$ cat src/rtl/sorted_output_packer_pkg.sv
// Shared constants and record-slicing helper for the sort write path.
// Imported by the output packer, its order checker and presort/distribution logic.
package sorted_output_packer_pkg;

    localparam int DEF_DATA_WIDTH = 32;
    localparam int DEF_IN_LANES   = 8;
    localparam int DEF_OUT_LANES  = 16;
    localparam int DEF_BUS_WIDTH  = DEF_OUT_LANES * DEF_DATA_WIDTH;

    localparam logic [DEF_DATA_WIDTH-1:0] DEF_PAD_VALUE = '1;

    // Narrower buses are zero-extended to DEF_BUS_WIDTH by the caller.
    function automatic logic [DEF_DATA_WIDTH-1:0] lane_sel(
        input logic [DEF_BUS_WIDTH-1:0] bus,
        input int                       idx
    );
        return bus[idx*DEF_DATA_WIDTH +: DEF_DATA_WIDTH];
    endfunction

endpackage

$ cat src/rtl/sorted_output_packer_order_checker.sv
// Watches accepted beats of a sorted stream and raises a sticky flag on any descent,
// both inside a beat and from the last record of the previous beat of the same run.
module sorted_output_packer_order_checker
    import sorted_output_packer_pkg::*;
#(
    parameter int DATA_WIDTH = DEF_DATA_WIDTH,
    parameter int IN_LANES   = DEF_IN_LANES
) (
    input  logic                         aclk,
    input  logic                         aresetn,
    input  logic [IN_LANES*DATA_WIDTH-1:0] in_data,
    input  logic                         accept,
    input  logic                         in_last,
    output logic                         order_err
);

    logic [DATA_WIDTH-1:0] lanes [IN_LANES];
    logic [DATA_WIDTH-1:0] prev_max;
    logic                  prev_valid;
    logic                  violation;

    always_comb begin
        for (int k = 0; k < IN_LANES; k++) begin
            lanes[k] = DATA_WIDTH'(lane_sel(DEF_BUS_WIDTH'(in_data), k));
        end
    end

    always_comb begin
        violation = prev_valid && (lanes[0] < prev_max);
        for (int k = 0; k < IN_LANES - 1; k++) begin
            if (lanes[k+1] < lanes[k]) begin
                violation = 1'b1;
            end
        end
    end

    // prev_max is forgotten at a run boundary so a new run may start low.
    always_ff @(posedge aclk or negedge aresetn) begin
        if (!aresetn) begin
            order_err  <= 1'b0;
            prev_valid <= 1'b0;
            prev_max   <= '0;
        end else if (accept) begin
            if (violation) begin
                order_err <= 1'b1;
            end
            prev_max   <= lanes[IN_LANES-1];
            prev_valid <= !in_last;
        end
    end

endmodule

$ cat src/rtl/sorted_output_packer.sv
// Packs IN_LANES-wide sorted beats from the merger root into OUT_LANES-wide write beats,
// flushing a PAD_VALUE-padded partial beat whenever a sorted run ends.
module sorted_output_packer
    import sorted_output_packer_pkg::*;
#(
    parameter int                    DATA_WIDTH = DEF_DATA_WIDTH,
    parameter int                    IN_LANES   = DEF_IN_LANES,
    parameter int                    OUT_LANES  = DEF_OUT_LANES,
    parameter logic [DATA_WIDTH-1:0] PAD_VALUE  = '1
) (
    input  logic                            aclk,
    input  logic                            aresetn,
    input  logic [IN_LANES*DATA_WIDTH-1:0]  in_data,
    input  logic                            in_valid,
    input  logic                            in_last,
    output logic                            in_ready,
    output logic [OUT_LANES*DATA_WIDTH-1:0] out_data,
    output logic [OUT_LANES-1:0]            out_keep,
    output logic                            out_valid,
    output logic                            out_last,
    input  logic                            out_ready,
    output logic                            order_err
);

    localparam int SLOTS  = OUT_LANES / IN_LANES;
    localparam int SLOT_W = (SLOTS > 1) ? $clog2(SLOTS) : 1;
    localparam int IN_W   = IN_LANES * DATA_WIDTH;
    localparam int OUT_W  = OUT_LANES * DATA_WIDTH;

    logic [SLOT_W-1:0]    slot;
    logic [OUT_W-1:0]     acc;
    logic [OUT_W-1:0]     beat_data;
    logic [OUT_LANES-1:0] beat_keep;
    logic                 accept;
    logic                 slot_full;
    logic                 complete;

    // Stalling every input while a beat is held keeps in_ready independent of in_valid.
    assign in_ready  = !out_valid || out_ready;
    assign accept    = in_valid && in_ready;
    assign slot_full = (slot == SLOT_W'(SLOTS - 1));
    assign complete  = accept && (slot_full || in_last);

    always_comb begin
        beat_data = '0;
        beat_keep = '0;
        for (int l = 0; l < OUT_LANES; l++) begin
            if ((l / IN_LANES) < int'(slot)) begin
                beat_data[l*DATA_WIDTH +: DATA_WIDTH] =
                    DATA_WIDTH'(lane_sel(DEF_BUS_WIDTH'(acc), l));
                beat_keep[l] = 1'b1;
            end else if ((l / IN_LANES) == int'(slot)) begin
                beat_data[l*DATA_WIDTH +: DATA_WIDTH] =
                    in_data[(l % IN_LANES)*DATA_WIDTH +: DATA_WIDTH];
                beat_keep[l] = 1'b1;
            end else begin
                beat_data[l*DATA_WIDTH +: DATA_WIDTH] = PAD_VALUE;
            end
        end
    end

    // Accumulator contents are meaningless after reset, so it carries no reset.
    always_ff @(posedge aclk) begin
        if (accept) begin
            acc[int'(slot)*IN_W +: IN_W] <= in_data;
        end
    end

    always_ff @(posedge aclk or negedge aresetn) begin
        if (!aresetn) begin
            slot      <= '0;
            out_valid <= 1'b0;
            out_last  <= 1'b0;
            out_data  <= '0;
            out_keep  <= '0;
        end else begin
            if (accept) begin
                slot <= complete ? '0 : slot + SLOT_W'(1);
            end
            if (complete) begin
                out_data  <= beat_data;
                out_keep  <= beat_keep;
                out_last  <= in_last;
                out_valid <= 1'b1;
            end else if (out_ready) begin
                out_valid <= 1'b0;
            end
        end
    end

    sorted_output_packer_order_checker #(
        .DATA_WIDTH (DATA_WIDTH),
        .IN_LANES   (IN_LANES)
    ) u_order_checker (
        .aclk      (aclk),
        .aresetn   (aresetn),
        .in_data   (in_data),
        .accept    (accept),
        .in_last   (in_last),
        .order_err (order_err)
    );

endmodule

$ cat config.mk
export PLATFORM = sky130hd
export DESIGN_NAME = sorted_output_packer
export DESIGN_NICKNAME = d
export VERILOG_FILES = /design/src/rtl/sorted_output_packer_pkg.sv /design/src/rtl/sorted_output_packer_order_checker.sv /design/src/rtl/sorted_output_packer.sv
export SDC_FILE = /design/constraint.sdc
export NUM_CORES = 1
export LEC_CHECK = 0
export ABC_AREA = 1
export CAP_MARGIN = 20
export CORE_AREA = 5 5 303 305
export DETAILED_ROUTE_END_ITERATION = 7
export DIE_AREA = 0 0 308 310
export PLACE_DENSITY = 0.69
export SETUP_SLACK_MARGIN = 0.4
export SLEW_MARGIN = 20
export SYNTH_ARGS = -nofsm -noshare
export SYNTH_HDL_FRONTEND = slang
export SYNTH_SLANG_ARGS = --single-unit
$ cat constraint.sdc
create_clock -name aclk -period 15.7 [get_ports aclk]
set_clock_uncertainty 0.15 [all_clocks]
set_input_delay 2.355 -clock aclk [delete_from_list [all_inputs] [get_ports aclk]]
set_output_delay 2.355 -clock aclk [all_outputs]
set_load 0.005 [all_outputs]
==> metrics.md <==
| Metric | Value |
|---|---|
| Final Power | `7.687 mW` |
| Port Buf Inserts | `roughly 800` |
| Maximum operating frequency | `163.4 MHz` |
| DR WL met3 | `11,390 µm` |
| Synth Register Bits | `~800` |
| Pwr/cell area | `160.4 nW/µm²` |
| Reg2reg end | `out_data[113]` |
| WL met2 | `slightly below 60,000 µm` |
| Post-CTS Resized | `0` |
| Antenna-violating nets left | `0` |
| Biggest area consumer among synthesized cells | `dfrtp_1` |
| Nets | `roughly 4,600` |
| Setup TNS | `0 ns` |
| Largest cells by area after synthesis | `dfrtp_1, edfxtp_1, ha_1` |
| Setup-failing EPs final | `0` |
| Clk Latency, worst-skew pair | `between 0.6 and 0.7 ns` |
| Worst vdd ir | `between 0.09 and 0.1 mV` |
| Data required, critical path | `roughly 16 ns` |
| Synth top area share | `0.3791` |
| Syn_area_per_cell | `10.69 µm²` |
| Core ar. | `approximately 89,000 µm²` |
| Site row count | `110` |
| Starting Density | `0.4085` |
| Seq pwr share | `0.409` |
| Register area share after synthesis | `0.5904` |
| Wire length of the first global-routing pass | `~190,000 µm` |
| Non-Filler Instances | `roughly 5,400` |
| CTS root buffer | `clkbuf_16` |
| Max Used Layer | `met5` |
| Startpoint Class | `input port` |
| Area Growth Syn to Fin | `31.77%` |
| Longest Clk Path Bufs | `3` |
| RSZ-0062 raised after global routing | `no` |
| Crit-path slowest cell | `buf_4` |
| Max transition margin | `0.08190` |
| DRT met1 WL | `between 50,000 and 60,000 µm` |
| Worst Tran Pin Value | `approximately 1.4 ns` |
| Post-synth EDFFs | `256` |
| Post-Syn Instances | `roughly 3,400` |
| All-layer global routing usage | `0.2618` |
| CP cell instances | `clkdlybuf4s50_1 -> inv_2 -> nand2_2 -> nand2_4 -> nor2_2 -> nor2_4 -> buf_4 -> buf_6 -> buf_4 -> nand2_1 -> o21ai_1` |
| DP Cell Count | `5,202` |
| Placed wire-length estimate | `96,240 µm` |
| Total gr overflow | `0` |
| H-tree Lvls | `3` |
| Max-cap viol count | `0` |
| Min-delay src | `u_order_checker.order_err` |
| CTS tree | `built` |
| Hold EP | `u_order_checker.order_err` |
| Worst r2r src | `out_valid` |
| Chip width | `between 300 and 400 µm` |
| Final period utilization | `0.3897` |
| Switching Fraction | `0.3123` |
| Die area | `between 90,000 and 100,000 µm²` |
| Final Hold Viols | `0` |
| Worst path top cell family by delay | `buffers and inverters` |
| Slowest cell delay on critical path | `0.92 ns` |
| HP Class | `flop to flop` |
| WL per Instance | `roughly 24 µm` |
| Clk sinks | `807` |
| Gate power share | `0.321` |
| Hold path depth | `2` |
| Outcome | `complete, no violations` |
| CTS clk-pin slew, worst paths | `~0.060 ns` |
| Ys flop type | `dfrtp_1` |
| Final min period | `between 6 and 7 ns` |
| Post-Syn Area | `roughly 36,000 µm²` |
| DRT Pass-1 Iters | `6` |
| Net load switching power | `around 2.4 mW` |
| Static Leakage | `around 21 nW` |
| Drt initial violations | `2,581` |
| Cts hold-fix bufs | `0` |
| Clock share of power | `0.270` |
| Vias in the first global route | `approximately 29,000` |
| I/O pin cnt | `between 700 and 800` |
| R2R setup slack | `11.38 ns` |
| Most frequent CP cell | `buf_4` |
| Syn nets | `approximately 3,900` |
| Largest net degree at the start of global routing | `around 220` |
| CP arrival | `~6.5 ns` |
| Chip Height | `a little over 300 µm` |
| Synth warnings | `0` |
| Initial antenna violation count | `12` |
| Fillcell total | `approximately 7,800` |
| Post-route DRC | `0` |
| TritonCTS Buffers | `87` |
| DRT Wirelength | `130,200 µm` |
| Worst R2R Path Depth | `9` |
| Share of layout cells above drive strength 1 | `0.05159` |
| GP Congestion | `0.9305` |
| Cell Int Power | `5.286 mW` |
| CP Capture Type | `flop` |
| Slew Viols, Final | `0` |
| Setup Fix Bufs, Post-CTS | `0` |
| Async set-or-reset flop fraction in the synthesized netlist | `0.6828` |
| CP Max Fanout | `roughly 110` |
| Worst Path Class, Setup | `input port to flop` |
| Worst path buffer plus inverter count | `5` |
| DR vias/cell | `between 5 and 6` |
| Vias | `between 20,000 and 30,000` |
| Cell variety after synth | `35` |
[cell usage after synthesis (14+ instances only)]
cell type  instances
dfrtp_1          551
nand2_1          473
a21oi_1          380
inv_1            339
nor2_1           296
edfxtp_1         256
ha_1             248
o21ai_1          215
a2bb2oi_1        206
o21ai_0          113
buf_2             91
a2bb2oi_2         50
clkbuf_1          49
buf_4             42
nand4_1           20
nand3_1           15
nor3_1            14
[cell families (layout without fill, tap and decap cells)]
group           count (synthesis)  after routing  synth area share
simple gates                  830            830           0.08930
compound gates                986            986            0.1723
buf+inv                       533           1316           0.06268
flops                         807            807            0.5904
other cells                     0             10                 0
fa+ha+maj                     248            248           0.08531
[area by class of cell]
| class | count | area, µm² | area share |
|---|---|---|---|
| clock buffers | 126 | 2506 | 0.05229 |
| multi-input cells | 2064 | 12630 | 0.2635 |
| clock inverters | 35 | 367.9 | 0.007675 |
| well taps | 1176 | 1471 | 0.03070 |
| diodes | 10 | 25.02 | 0.0005221 |
| inverters | 342 | 1291 | 0.02694 |
| flip-flops and latches | 807 | 21480 | 0.4482 |
| repair buffers | 813 | 8157 | 0.1702 |
[stage by stage]
stage	hold slack [ns]	instance area, µm²	util	setup slack, ns
final	0.3143	47930	0.5382	9.581
after global placement	0.2997	45020	0.5056	8.889
after floorplan	0.3030	36370	-	1.329
after global routing	0.3573	47920	0.5381	9.253
after detailed placement	0.3024	45020	0.5056	8.748
after CTS	0.3222	47900	0.5379	9.369
[power groups by stage]
stage	logic, mW	clock network (mW)	registers, mW
finish	2.46	2.08	3.14
global route	2.65	2.20	3.21
CTS	2.47	2.11	3.14
detailed placement	2.47	0	3.16
global placement	2.42	0	3.16
floorplan	1.00	0	3.15
[state kept, by name, summed over array words and instances (netlist names)]
name and cells:
u_order_checker.order_err 1, slot 1, u_order_checker.prev_max 32, out_data 512, out_keep 2, acc 256, out_valid 1, out_last 1
u_order_checker.prev_valid 1
[placed cells by master (no fill, tap or decap), types with 113 or more instances in the layout]
master | Yosys | layout
nand2_1 | 473 | 473
dfrtp_1 | 551 | 550
clkdlybuf4s50_1 | 0 | 791
ha_1 | 248 | 248
o21ai_0 | 113 | 113
nor2_1 | 296 | 295
edfxtp_1 | 256 | 256
a2bb2oi_1 | 206 | 206
o21ai_1 | 215 | 215
a21oi_1 | 380 | 380
inv_1 | 339 | 339
[worst min-delay path, delay by kind of cell (launching register included)]
kind,cells,cell delay [ns]
simple gates,1,0.05
flops,1,0.34
buf+inv,1,0.04
[layer usage]
metal	GRT usage	vias up
met5	0	-
met4	0.1236	6
met3	0.05881	275
met2	0.4127	1322
met1	0.3472	14170
li1	-	13230
[how the worst max path moves through the flow]
stage	startpoint	end	slack, ns	depth (start not counted)
after CTS	out_ready	out_data[113]	9.37	11
after detailed placement	out_ready	out_data[118]	8.75	11
after global placement	out_ready	out_data[100]	8.89	11
final	out_ready	out_data[113]	9.58	11
after floorplan	out_ready	acc[0]	1.33	5
after global routing	out_ready	out_data[113]	9.25	11
(Power assumes the default switching activity.)
